==> src/rtl/uart_pkg.sv <==
// rtl/uart_pkg.sv - shared UART receiver types and default frame constants
package uart_pkg;

  localparam int DBIT_DEF    = 8;
  localparam int SB_TICK_DEF = 16;

  typedef enum logic [1:0] {
    IDLE  = 2'd0,
    START = 2'd1,
    DATA  = 2'd2,
    STOP  = 2'd3
  } rx_state_t;

endpackage

==> src/rtl/uart_sync.sv <==
// rtl/uart_sync.sv - two-flop synchronizer for the idle-high serial line
module uart_sync (
  input  logic clk,
  input  logic reset,
  input  logic d,
  output logic q
);

  logic meta;

  // Both flops reset high so a held reset never looks like a start bit.
  always_ff @(posedge clk or negedge reset) begin
    if (!reset) begin
      meta <= 1'b1;
      q    <= 1'b1;
    end else begin
      meta <= d;
      q    <= meta;
    end
  end

endmodule

==> src/rtl/uart_rx.sv <==
// rtl/uart_rx.sv - oversampling UART receiver with read handshake and error flags
module uart_rx
  import uart_pkg::*;
#(
  parameter int DBIT    = DBIT_DEF,
  parameter int SB_TICK = SB_TICK_DEF
) (
  input  logic       clk,
  input  logic       reset,
  input  logic       s_tick,
  input  logic       rx,
  input  logic       rd,
  output logic [7:0] dout,
  output logic       data_valid,
  output logic       rx_done,
  output logic       frame_err,
  output logic       overrun_err,
  output logic       busy
);

  // Tick counter must reach SB_TICK-1, which exceeds 15 for 1.5/2 stop bits.
  localparam int CW = (SB_TICK > 16) ? $clog2(SB_TICK) : 4;
  localparam logic [CW-1:0] S_MID  = CW'(7);
  localparam logic [CW-1:0] S_BIT  = CW'(15);
  localparam logic [CW-1:0] S_STOP = CW'(SB_TICK - 1);
  localparam logic [2:0]    N_LAST = 3'(DBIT - 1);

  rx_state_t       state, state_next;
  logic [CW-1:0]   s_cnt, s_cnt_next;
  logic [2:0]      n_cnt, n_cnt_next;
  logic [DBIT-1:0] b_reg;
  logic [7:0]      dout_next;
  logic            rx_s;
  logic            shift_en;
  logic            frame_done;

  uart_sync u_sync (
    .clk   (clk),
    .reset (reset),
    .d     (rx),
    .q     (rx_s)
  );

  always_ff @(posedge clk or negedge reset) begin
    if (!reset) begin
      state <= IDLE;
      s_cnt <= '0;
      n_cnt <= '0;
    end else begin
      state <= state_next;
      s_cnt <= s_cnt_next;
      n_cnt <= n_cnt_next;
    end
  end

  always_comb begin
    state_next = state;
    s_cnt_next = s_cnt;
    n_cnt_next = n_cnt;
    case (state)
      IDLE: begin
        if (!rx_s) begin
          state_next = START;
          s_cnt_next = '0;
        end
      end
      START: begin
        if (s_tick) begin
          if (s_cnt == S_MID) begin
            // Line must still be low mid start bit, otherwise it was a glitch.
            if (!rx_s) begin
              state_next = DATA;
              s_cnt_next = '0;
              n_cnt_next = '0;
            end else begin
              state_next = IDLE;
            end
          end else begin
            s_cnt_next = s_cnt + 1'b1;
          end
        end
      end
      DATA: begin
        if (s_tick) begin
          if (s_cnt == S_BIT) begin
            s_cnt_next = '0;
            if (n_cnt == N_LAST) state_next = STOP;
            else                 n_cnt_next = n_cnt + 1'b1;
          end else begin
            s_cnt_next = s_cnt + 1'b1;
          end
        end
      end
      STOP: begin
        if (s_tick) begin
          if (s_cnt == S_STOP) state_next = IDLE;
          else                 s_cnt_next = s_cnt + 1'b1;
        end
      end
      default: state_next = IDLE;
    endcase
  end

  always_comb begin
    busy       = (state != IDLE);
    shift_en   = (state == DATA) && s_tick && (s_cnt == S_BIT);
    frame_done = (state == STOP) && s_tick && (s_cnt == S_STOP);
  end

  always_ff @(posedge clk or negedge reset) begin
    if (!reset) b_reg <= '0;
    else if (shift_en) begin
      if (DBIT > 1) b_reg <= {rx_s, b_reg[DBIT-1:1]};
      else          b_reg <= rx_s;
    end
  end

  always_comb begin
    dout_next            = '0;
    dout_next[DBIT-1:0]  = b_reg;
  end

  always_ff @(posedge clk or negedge reset) begin
    if (!reset) begin
      dout        <= '0;
      data_valid  <= 1'b0;
      rx_done     <= 1'b0;
      frame_err   <= 1'b0;
      overrun_err <= 1'b0;
    end else begin
      rx_done <= frame_done;
      if (frame_done) begin
        dout       <= dout_next;
        frame_err  <= ~rx_s;
        data_valid <= 1'b1;
      end else if (rd && data_valid) begin
        data_valid <= 1'b0;
      end
      // A read landing on the completion cycle consumed the old byte in time.
      if (frame_done && data_valid && !rd) overrun_err <= 1'b1;
      else if (rd)                         overrun_err <= 1'b0;
    end
  end

endmodule

==> config.mk <==
export PLATFORM = sky130hd
export DESIGN_NAME = uart_rx
export DESIGN_NICKNAME = d
export VERILOG_FILES = /design/src/rtl/uart_pkg.sv /design/src/rtl/uart_sync.sv /design/src/rtl/uart_rx.sv
export SDC_FILE = /design/constraint.sdc
export NUM_CORES = 1
export LEC_CHECK = 0
export CAP_MARGIN = 25
export CORE_UTILIZATION = 35
export CTS_CLUSTER_DIAMETER = 30
export DETAILED_ROUTE_END_ITERATION = 10
export PLACE_DENSITY = 0.61
export REMOVE_ABC_BUFFERS = 1
export SLEW_MARGIN = 5
export SYNTH_ARGS = -nofsm -noshare
export SYNTH_HDL_FRONTEND = slang
export SYNTH_SLANG_ARGS = --single-unit
==> constraint.sdc <==
create_clock -name clk -period 3.1 [get_ports clk]
set_input_delay 0.62 -clock clk [delete_from_list [all_inputs] [get_ports clk]]
set_output_delay 0.62 -clock clk [all_outputs]
set_load 0.01 [all_outputs]
==> flow_summary.toml, run 1 <==
[status]
outcome = "finished, final reports clean"

[synthesis]
yosysTopAreaCellShare_pct = 53.6
ys_ff_latch = 31
ys.flop_type = "dfrtp_1"
synthAdderAreaFrac_pct = 2.77
synth_area_um2 = 1360
netlist_top_cells_count = "dfrtp_1, nand2_1, mux2_2, nor2_1, inv_1"
synth_cell_types = 31
async_reset_ff_share_pct = 100
synth_largest_area_cell = "dfrtp_1"
synthTopCellsByArea = "dfrtp_1, mux2_2, nand2_1"
syn_inst = 120
ys_seq_area_share_pct = 57.4
synth_xor_xnor_area_share_pct = 0
yosys_warnings = 0
syn_avg_cell_area_um2 = 11.3
synth_compound_area_share_pct = 8.86
synth_edf_count = 0
synth-simple-area-share_pct = 19.1
synthMuxAreaShare_pct = 8.31
synth_top_family_by_area = "simple AND/OR/NAND/NOR gates"

[power_and_ir_drop]
p_leak_nw = 0.804
peakVddDrop_uv = 229
powerDensity_nw_per_um2 = 675

[global_route]
gr-usage-all-layers_pct = 13.5
grt_pass1_wl_mm = 4.16
grt_overflow = 0
grt_pass1_vias = 940
antenna_found_initial = 0
grt_max_degree = 32

[clocking]
cts_sinks = 31
insertion_delay_ns = 0.28
cts-root-buf = "clkbuf_8"
numCtsBuffers = 5
htreeDepth = 2
cts_resized = 0
cts_setup_buffers = 0
cts_tree = "yes"
clkTransAtPathRegs_ns = 0.06
clockBufferDepth = 2
hold_buffers = 0

[placed_design]
place_congestion = 0.748
dp_slack_ns = 0.818
hpwlAfterDp_mm = 1.64
io_buffer_count = 17

[sta]
period_share_pct = 72.8
fin_ws_ns = 0.844
tightest_slew_ns = 0.398
rsz0062_at_grt = "no"
hold_violations = 0
finClkSkew_ns = 0.00189
fmax_ghz = 0.443
setup-tns-final_ns = 0
setup_viol = 0
slew_headroom_pct = 73.4
finalCriticalPeriod_ns = 2.26
drv_slew = 0

[finish]
nFillCells = 344
area_growth_pct = 23.0
drive_gt1_share_pct = 17.7
num-nets-final = 149
antennaDiodeCount = 0
multi_input_area_um2 = 529
regArea_um2 = 778

[critical_path]
critPathLaunchType = "flip-flop"
crit_fanout = 8
cp.arrival_ns = 1.64
crit_required_ns = 2.48
end_kind = "output pin"
crit_type = "reg2out"

[run]
drv_cap = 0

[floorplan]
die_y_um = 64.2
num_rows = 22
dieArea_um2 = 4120
fp.dieW_um = 64.2
coreArea_um2 = 3690
start_util_pct = 36.7
io_pins = 18

[hold_path]
hold_class = "reg2reg"

[drt]
wl_per_cell_um = 12.4
vias = 893
first_pass_iters = 4
ant_nets = 0
vias_per_cell = 4.72
postRouteWirelength_mm = 2.35
drt_iter0_markers = 18
drc_errors = 0
## logic make-up (layout without fill, tap and decap cells)
group | after synthesis | count (layout)
buf+inv | 9 | 30
fa+ha+maj | 3 | 3
simple gates | 50 | 50
compound gates | 17 | 17
mux | 10 | 10
flops | 31 | 31
## layout make-up
| class | count | area share [%] |
|---|---|---|
| inverter | 5 | 1.13 |
| multi-input combinational | 80 | 31.8 |
| tap | 48 | 3.60 |
| timing repair buffer | 18 | 10.7 |
| sequential | 31 | 46.7 |
| clock inverter | 1 | 1.80 |
| clock buffer | 6 | 4.35 |
## cell usage in the layout (no fill, tap or decap), types with 2 or more instances in the layout
master           netlist  final
nor2_1                 7      7
a211o_1                2      2
dfstp_2                2      2
a22o_1                 3      3
ha_1                   3      3
nand3_1                2      2
dfrtp_1               29     29
a21o_1                 2      2
clkdlybuf4s50_1        0     17
inv_1                  4      4
a21oi_1                3      3
nor3_1                 3      3
nand2_1               29     29
mux2_2                10     10
o21ai_0                3      3
clkbuf_8               0      5
## metrics by stage
stage / std cells / utilization [%] / total power, mW / hold WS, ns / instance area, µm²
after floorplan: 116 / - / 0.674 / 0.324 / 1330
after global placement: 182 / 42.4 / 0.736 / 0.346 / 1560
after detailed placement: 182 / 42.4 / 0.753 / 0.348 / 1560
after CTS: 189 / 45.2 / 1.13 / 0.362 / 1670
after global routing: 189 / 45.2 / 1.19 / 0.367 / 1670
final: 189 / 45.2 / 1.12 / 0.362 / 1670
## critical path, stage by stage, from the launching register on
cell             delay, ns
dfrtp_1               0.50
nor2_1                0.27
inv_1                 0.10
clkdlybuf4s50_1       0.49
## path summary, 6_finish.rpt
path	from	end	slack [ns]	cells after the start
setup / recovery	state[0]$_DFFE_PN0P_	busy	0.84	3
hold / removal	u_sync.meta$_DFF_PN1_	u_sync.q$_DFF_PN1_	0.36	0
setup reg to reg	s_cnt[0]$_DFFE_PN0P_	overrun_err$_DFFE_PN0P_	1.35	6
hold reg to reg	u_sync.meta$_DFF_PN1_	u_sync.q$_DFF_PN1_	0.36	0
max in group asynchronous	reset	u_sync.q$_DFF_PN1_	2.06	2
min in group asynchronous	reset	s_cnt[1]$_DFFE_PN0P_	0.72	2
## per-layer routing
layer / track usage [%] / wire length, µm / share of wire (%)
met1: 16.2 / 1090 / 47
met2: 21.8 / 1130 / 48
met3: 5.36 / 89 / 3.8
met4: 5.00 / 30 / 1.3
met5: 0 / 0 / 0
## where the power goes
part           internal [mW]  switching, mW
Sequential             0.453         0.0739
Combinational          0.105          0.118
Clock                  0.235          0.140
Total                  0.793          0.331
(Power assumes the default switching activity.)
==> run 2: changes to the inputs <==
--- a/config.mk
+++ b/config.mk
@@ -9,7 +9,7 @@
 export CORE_UTILIZATION = 35
 export CTS_CLUSTER_DIAMETER = 30
 export DETAILED_ROUTE_END_ITERATION = 10
-export PLACE_DENSITY = 0.61
+export PLACE_DENSITY = 0.63
 export REMOVE_ABC_BUFFERS = 1
 export SLEW_MARGIN = 5
 export SYNTH_ARGS = -nofsm -noshare
==> constraint.sdc (replaced) <==
create_clock -name clk -period 1.9 [get_ports clk]
set_input_delay 0.38 -clock clk [delete_from_list [all_inputs] [get_ports clk]]
set_output_delay 0.38 -clock clk [all_outputs]
set_load 0.01 [all_outputs]
==> run 2 against run 1 <==
Utilization up 2.0 points; sequential power rose by 55%; sequential share of layout area fell by 2.0 points; critical path type unchanged; global-route usage increased by 0.68 points; first-iteration DRC count up 61%.
==> flow_summary.toml, run 2 (same netlist as run 1, synthesis figures left out) <==
[power_and_ir_drop]
p_leak_nw = 0.841
peakVddDrop_uv = 493
p_seq_share_pct = 44.9
combPwrFrac_pct = 24.0
p_clk_share_pct = 31.1
p_sw_share_pct = 30.2
p_switching_mw = 0.549
power_mw = 1.82
powerDensity_nw_per_um2 = 1050
p_int_mw = 1.27

[floorplan]
coreArea_um2 = 3690
start_util_pct = 36.7
die_y_um = 64.2
io_pins = 18
dieArea_um2 = 4120
num_rows = 22
fp.dieW_um = 64.2

[placed_design]
place_congestion = 0.807
place.detailed.instances = 188
hpwlAfterDp_mm = 1.69
io_buffer_count = 17

[critical_path]
critPathLaunchType = "flip-flop"
rrSetupSlack_ns = 0.21
reg2reg_from = "s_cnt[0]$_DFFE_PN0P_"
end_kind = "output pin"
crit_fanout = 4
crit_required_ns = 1.52
cp.arrival_ns = 1.42
critPathLaunch = "state[0]$_DFFE_PN0P_"
reg2regPathDepth = 6
crit_type = "reg2out"

[sta]
fmax_ghz = 0.557
finClkSkew_ns = 0.00827
slew_headroom_pct = 74.3
rsz0062_at_grt = "no"
setup_viol = 0
hold_violations = 0
period_share_pct = 94.6
finalCriticalPeriod_ns = 1.80
tightest_slew_ns = 0.386
drv_slew = 0

[clocking]
clockBufferDepth = 2
cts_tree = "yes"
numCtsBuffers = 5
insertion_delay_ns = 0.29
cts_setup_buffers = 0
cts_sinks = 31
cts-root-buf = "clkbuf_8"
htreeDepth = 2
clkTransAtPathRegs_ns = 0.06

[finish]
drive_gt1_share_pct = 23.0
num-nets-final = 155
nFillCells = 353
area_growth_pct = 28.4
fin_cells = 196
antennaDiodeCount = 0
mostFrequentLayoutCells = "nand2_1, dfrtp_1, clkdlybuf4s50_1"

[hold_path]
hold_class = "reg2reg"
min_from = "u_sync.meta$_DFF_PN1_"
min_path_cells = 0

[drt]
drt_iter0_markers = 29
ant_nets = 0
vias = 924
wl_per_cell_um = 11.9
vias_per_cell = 4.71
met2WireLength_mm = 1.12
postRouteWirelength_mm = 2.34
met1_length_mm = 1.06
highest_layer = "met4"
first_pass_iters = 4
met3_length_um = 105
drc_errors = 0

[global_route]
grt_overflow = 0
grt_pass1_wl_mm = 4.37
antenna_found_initial = 0
gr-usage-all-layers_pct = 14.2
grt_pass1_vias = 977
grt_max_degree = 32

[run]
drv_cap = 0

[status]
outcome = "finished, final reports clean"
run 2: cell type report:
| type | count | area [µm²] | area share [%] |
|---|---|---|---|
| clock inverter | 1 | 7.51 | 0.431 |
| clock buffer | 7 | 96.3 | 5.54 |
| timing repair buffer | 24 | 248 | 14.2 |
| multi-input combinational | 80 | 532 | 30.6 |
| sequential | 31 | 778 | 44.7 |
| inverter | 5 | 18.8 | 1.08 |
| tap | 48 | 60.1 | 3.45 |
run 2: final timing paths:
check | to
max | busy
min | u_sync.q$_DFF_PN1_
max reg2reg | overrun_err$_DFFE_PN0P_
min reg2reg | u_sync.q$_DFF_PN1_
max in group asynchronous | u_sync.q$_DFF_PN1_
min in group asynchronous | dout[1]$_DFFE_PN0P_
run 2: timing repair:
item,in CTS,in global routing
hold buffers,0,0
gates resized for setup,0,1
endpoints found under the setup margin,0,1
run 2: through the flow:
stage | setup WS, ns | cell area (µm²) | hold WS [ns] | utilization, % | TNS [ns]
6_report | 0.103 | 1740 | 0.357 | 47.2 | 0
5_1_grt | 0.0190 | 1740 | 0.367 | 47.2 | 0
4_1_cts | 0.0196 | 1740 | 0.358 | 47.1 | 0
3_5_place_dp | -0.0907 | 1630 | 0.348 | 44.3 | -0.952
3_3_place_gp | -0.0222 | 1630 | 0.347 | 44.3 | -0.154
2_1_floorplan | 0.328 | 1330 | 0.0844 | - | 0
run 2: critical path, stage by stage (launching register included):
cell             delay (ns)
dfrtp_1                0.39
nor2_2                 0.17
inv_1                  0.09
clkdlybuf4s50_1        0.48
run 2: per-layer routing:
| layer | vias up | global-route usage (%) |
|---|---|---|
| li1 | 461 | - |
| met1 | 442 | 17.1 |
| met2 | 16 | 22.1 |
| met3 | 5 | 5.71 |
| met4 | 0 | 6.67 |
| met5 | - | 0 |
run 2: power by group through the flow:
| stage | combinational [mW] | sequential (mW) | clock [mW] |
|---|---|---|---|
| floorplan | 0.251 | 0.849 | 0 |
| global placement | 0.421 | 0.820 | 0 |
| detailed placement | 0.439 | 0.825 | 0 |
| CTS | 0.441 | 0.813 | 0.581 |
| global route | 0.487 | 0.834 | 0.620 |
| finish | 0.437 | 0.818 | 0.566 |
==> run 3: changes to the inputs <==
--- a/config.mk
+++ b/config.mk
@@ -5,7 +5,7 @@
 export SDC_FILE = /design/constraint.sdc
 export NUM_CORES = 1
 export LEC_CHECK = 0
-export CAP_MARGIN = 25
+export CAP_MARGIN = 40
 export CORE_UTILIZATION = 35
 export CTS_CLUSTER_DIAMETER = 30
 export DETAILED_ROUTE_END_ITERATION = 10
==> results of run 3 <==
No change in the layout: final DEF, timing and power equal those of run 2.
